--- config.mk ---
export PLATFORM = sky130hd
export DESIGN_NAME = apb_master
export DESIGN_NICKNAME = d
export VERILOG_FILES = /design/src/rtl/apb_master.sv
export SDC_FILE = /design/constraint.sdc
export NUM_CORES = 1
export LEC_CHECK = 0
export BUFFER_PORTS_ARGS = -buffer_cell sky130_fd_sc_hd__buf_4
export CAP_MARGIN = 20
export CORE_MARGIN = 4
export CORE_UTILIZATION = 44
export DETAILED_ROUTE_END_ITERATION = 10
export HOLD_SLACK_MARGIN = 0.05
export PLACE_DENSITY = 0.78
export REMOVE_ABC_BUFFERS = 1
export SLEW_MARGIN = 30
export SYNTH_ARGS = -nofsm -noshare
export SYNTH_HDL_FRONTEND = slang
export SYNTH_SLANG_ARGS = --single-unit
--- constraint.sdc ---
create_clock -name PCLK -period 1.84 [get_ports PCLK]
set_input_delay 0 -clock PCLK [delete_from_list [all_inputs] [get_ports PCLK]]
set_output_delay 0 -clock PCLK [all_outputs]
set_load 0.05 [all_outputs]
--- src/rtl/apb_master.sv ---
// apb_master: turns a valid/ready request port into APB SETUP/ACCESS phases with one-hot PSEL decode.
// Optional macro APB_TIMEOUT_EN aborts an ACCESS phase after TIMEOUT_CYC wait cycles.
module apb_master #(
    parameter int DWIDTH      = 8,
    parameter int AWIDTH      = 8,
    parameter int NSEL        = 4,
    parameter int SELW        = 2,
    parameter int TIMEOUT_CYC = 16
) (
    input  logic              PCLK,
    input  logic              PRESETn,
    input  logic              req_valid,
    output logic              req_ready,
    input  logic              req_write,
    input  logic [AWIDTH-1:0] req_addr,
    input  logic [DWIDTH-1:0] req_wdata,
    output logic              rsp_valid,
    output logic [DWIDTH-1:0] rsp_rdata,
    output logic              rsp_err,
    output logic [AWIDTH-1:0] PADDR,
    output logic [NSEL-1:0]   PSEL,
    output logic              PENABLE,
    output logic              PWRITE,
    output logic [DWIDTH-1:0] PWDATA,
    input  logic [DWIDTH-1:0] PRDATA,
    input  logic              PREADY,
    input  logic              PSLVERR,
    output logic [1:0]        state_o
);

    typedef enum logic [1:0] {
        IDLE   = 2'd0,
        SETUP  = 2'd1,
        ACCESS = 2'd2
    } state_e;

    // Request handshake: a request is taken on an edge where req_valid && req_ready.
    // req_ready is low while a transfer is in flight and during the response cycle.
    state_e          state_q;
    logic [SELW-1:0] idx;
    logic [NSEL-1:0] sel_onehot;
    logic            idx_ok;

`ifdef APB_TIMEOUT_EN
    // The limit edge is the one ending the TIMEOUT_CYC-th wait cycle.
    localparam logic [7:0] WAIT_LAST = 8'(TIMEOUT_CYC - 1);
    logic [7:0] wait_q;
`endif

    assign idx = req_addr[AWIDTH-1 -: SELW];

    always_comb begin
        sel_onehot = '0;
        idx_ok     = 1'b0;
        for (int i = 0; i < NSEL; i++) begin
            if (32'(idx) == i) begin
                sel_onehot[i] = 1'b1;
                idx_ok        = 1'b1;
            end
        end
    end

    assign req_ready = (state_q == IDLE) && !rsp_valid;
    assign state_o   = state_q;

    always_ff @(posedge PCLK or negedge PRESETn) begin
        if (!PRESETn) begin
            state_q   <= IDLE;
            PSEL      <= '0;
            PENABLE   <= 1'b0;
            PWRITE    <= 1'b0;
            PADDR     <= '0;
            PWDATA    <= '0;
            rsp_valid <= 1'b0;
            rsp_rdata <= '0;
            rsp_err   <= 1'b0;
`ifdef APB_TIMEOUT_EN
            wait_q    <= '0;
`endif
        end else begin
            rsp_valid <= 1'b0;
            rsp_err   <= 1'b0;
            rsp_rdata <= '0;
            case (state_q)
                IDLE: begin
                    if (req_valid && req_ready) begin
                        PADDR  <= req_addr;
                        PWRITE <= req_write;
                        PWDATA <= req_wdata;
                        if (idx_ok) begin
                            PSEL    <= sel_onehot;
                            state_q <= SETUP;
                        end else begin
                            rsp_valid <= 1'b1;
                            rsp_err   <= 1'b1;
                        end
                    end
                end
                SETUP: begin
                    PENABLE <= 1'b1;
                    state_q <= ACCESS;
`ifdef APB_TIMEOUT_EN
                    wait_q  <= '0;
`endif
                end
                ACCESS: begin
                    if (PREADY) begin
                        PSEL      <= '0;
                        PENABLE   <= 1'b0;
                        state_q   <= IDLE;
                        rsp_valid <= 1'b1;
                        rsp_err   <= PSLVERR;
                        if (!PWRITE && !PSLVERR) rsp_rdata <= PRDATA;
                    end
`ifdef APB_TIMEOUT_EN
                    else if (wait_q == WAIT_LAST) begin
                        PSEL      <= '0;
                        PENABLE   <= 1'b0;
                        state_q   <= IDLE;
                        rsp_valid <= 1'b1;
                        rsp_err   <= 1'b1;
                    end else if (wait_q != 8'hFF) begin
                        wait_q <= wait_q + 8'd1;
                    end
`endif
                end
                default: state_q <= IDLE;
            endcase
        end
    end

endmodule

==> impl_metrics.py <==
metrics = {
    "pwr": {
        "vdd_ir_drop_max_uv": 1600,
        "pwr_density_cell_nw_per_um2": 1780,
        "leakage_nw": 1.05,
        "power_mw": 3.76,
    },
    "clock_network": {
        "clkTransAtPathRegs_ps": 100,
        "clk_path_buf_depth": 2,
        "cts_tree": "built",
        "numCtsBuffers": 5,
        "cts_sinks": 34,
        "htree_levels": 2,
        "clk_latency_ps": 320,
        "root_buffer": "clkbuf_4",
    },
    "critical_path": {
        "worstSetupPathType": "reg2reg",
        "crit_buf_inv": 1,
        "crit_path_end_kind": "register",
        "rrSetupSlack_ps": 280,
        "startpoint_type": "register",
        "slowest_stage": "dfrtp_1",
        "cpPeakStageDelay_ps": 490,
        "path_delay_family": "flip-flops",
        "cp.required_ps": 2050,
        "crit_fanout": 14,
        "crit_arrival_ps": 1770,
        "path_cells": "nor4b_4 -> buf_4 -> mux2_2",
    },
    "routing": {
        "wire_per_inst_um": 15.4,
        "drtIter0Drc": 36,
        "drt_wl_total_um": 3240,
        "num_vias": 993,
        "viasPerCell": 4.73,
        "antenna_left": 0,
        "remaining_drc_errors": 0,
        "drt_pass1_iterations": 3,
    },
    "cells_and_area": {
        "final_common_cell": "buf_4",
        "final_cell_mix": "66 x buf_4, 34 x dfrtp_1, 28 x dlygate4sd3_1",
        "area_delta_synth_final_pct": 67.8,
        "final_area_sq_um": 2110,
        "layout-drive-gt1-share": 0.514,
        "final_cells": 210,
        "num-fill-cells": 187,
        "fin_nets": 208,
        "final_util": 0.771,
        "diodes": 0,
    },
    "logic_synthesis": {
        "synth-warning-count": 0,
        "ys_ff_latch": 34,
        "syn_area_per_cell_sq_um": 15.9,
        "seq_area_frac_synth": 0.677,
        "netlist_instances": 79,
        "netlist_area_sq_um": 1260,
        "synth_cell_types": 15,
    },
    "placement": {
        "placed_area_sq_um": 1770,
        "dp_cells": 174,
        "place_hpwl_um": 2200,
        "place_ws_ps": 316,
        "gp_routability_congestion": 0.791,
        "io_buffer_count": 64,
    },
    "hold_path": {
        "worstHoldPathType": "in2reg",
    },
    "global_route": {
        "met1_usage": 0.204,
        "grt_busiest_layer": "met2",
        "grt_overflow": 0,
        "grtUsageMet3": 0.0419,
        "grt_max_degree": 35,
        "antenna_found_initial": 0,
        "grt_pass1_wl_um": 5210,
        "grt_pass1_vias": 1110,
        "use_met2": 0.370,
        "grt_util_all_layers": 0.194,
    },
    "die": {
        "die_x_um": 61.4,
        "io_pins": 65,
        "core_sq_um": 2730,
        "die_y_um": 61.4,
        "initial_core_util": 0.459,
        "dieArea_sq_um": 3770,
        "rows": 19,
    },
    "timing": {
        "relSlewSlack": 0.611,
        "fin_hold_ws_ps": 116,
        "setup_viol": 0,
        "fmax_ghz": 0.643,
        "post-route-period-util": 0.845,
        "fin_skew_ps": 4.64,
        "drv_slew": 0,
        "worst_slack_ps": 285,
        "min_period_ps": 1560,
        "finalSetupTns_ps": 0,
        "hold_viol_final": 0,
        "rsz0062_at_grt": "false",
        "worst_pin_slew_ps": 578,
    },
    "job": {
        "maxCapViolCount": 0,
    },
    "outcome": {
        "outcome": "completed",
    },
}
cells in the mapped netlist, drive strengths merged:
cell type   n  share of area
a21oi       2         0.0080
nor3        1         0.0040
dfrtp      34           0.68
inv         3         0.0090
and3b       1         0.0070
nor4        1          0.010
nand2       1         0.0030
nor2        1         0.0030
nand2b      1         0.0050
mux2i       1         0.0080
and2        9          0.045
a32o        4          0.032
nor4b       1          0.019
buf         2          0.018
mux2       17           0.15
path summary, 6_finish.rpt:
path,start,to,depth (start not counted)
max,state_o[0],PADDR[1],3
min,req_valid,state_o[0],3
max reg2reg,state_o[0],PADDR[1],3
min reg2reg,PSEL[3],PSEL[3],1
max in group asynchronous,PRESETn,PWDATA[2],2
min in group asynchronous,PRESETn,rsp_valid,2
worst min-delay path: cells and delay by family:
family	cells	cell delay, ps
buffers and inverters	2	270
and+or+nand+nor	1	120
layer usage:
metal  wire length, um  up-vias
met1              1120      480
li1                  -      472
met5                 0        -
met3               218        5
met2              1840       36
met4                49        0
timing repair:
action                    CTS  global route
buffers inserted            0             0
hold endpoints to repair   65             0
hold buffers               28             0
resized for setup           0             0
cells by family (layout without fill, tap and decap cells):
| kind of cell | Yosys count | after routing | share of synthesized area |
|---|---|---|---|
| flip-flops | 34 | 34 | 0.677 |
| multiplexers | 18 | 18 | 0.160 |
| AO/OA/AOI/OAI | 6 | 6 | 0.0398 |
| buffers and inverters | 5 | 105 | 0.0269 |
| AND/OR/NAND/NOR | 16 | 16 | 0.0956 |
where the power goes:
| part | internal, mW | leakage [nW] | switching [mW] |
|---|---|---|---|
| Clock | 0.185 | 0.0353 | 0.236 |
| Sequential | 1.02 | 0.428 | 0.198 |
| Combinational | 0.734 | 0.587 | 1.38 |
flip-flops by register name (all words and copies together) (netlist names):
| signal | count |
|---|---|
| PSEL | 4 |
| rsp_valid | 1 |
| PWDATA | 8 |
| rsp_rdata | 8 |
| state_o | 2 |
| PENABLE | 1 |
| rsp_err | 1 |
| PADDR | 8 |
| PWRITE | 1 |
area by class of cell:
class,instances,area (sq um),share of cell area
clock buffer,7,55.1,0.0261
multi-input combinational,40,372,0.176
inverter,3,11.3,0.00534
clock inverter,1,5.00,0.00237
sequential,34,851,0.404
timing repair buffer,94,776,0.368
tap,31,38.8,0.0184
No activity file was read; power rests on OpenSTA's default activity.
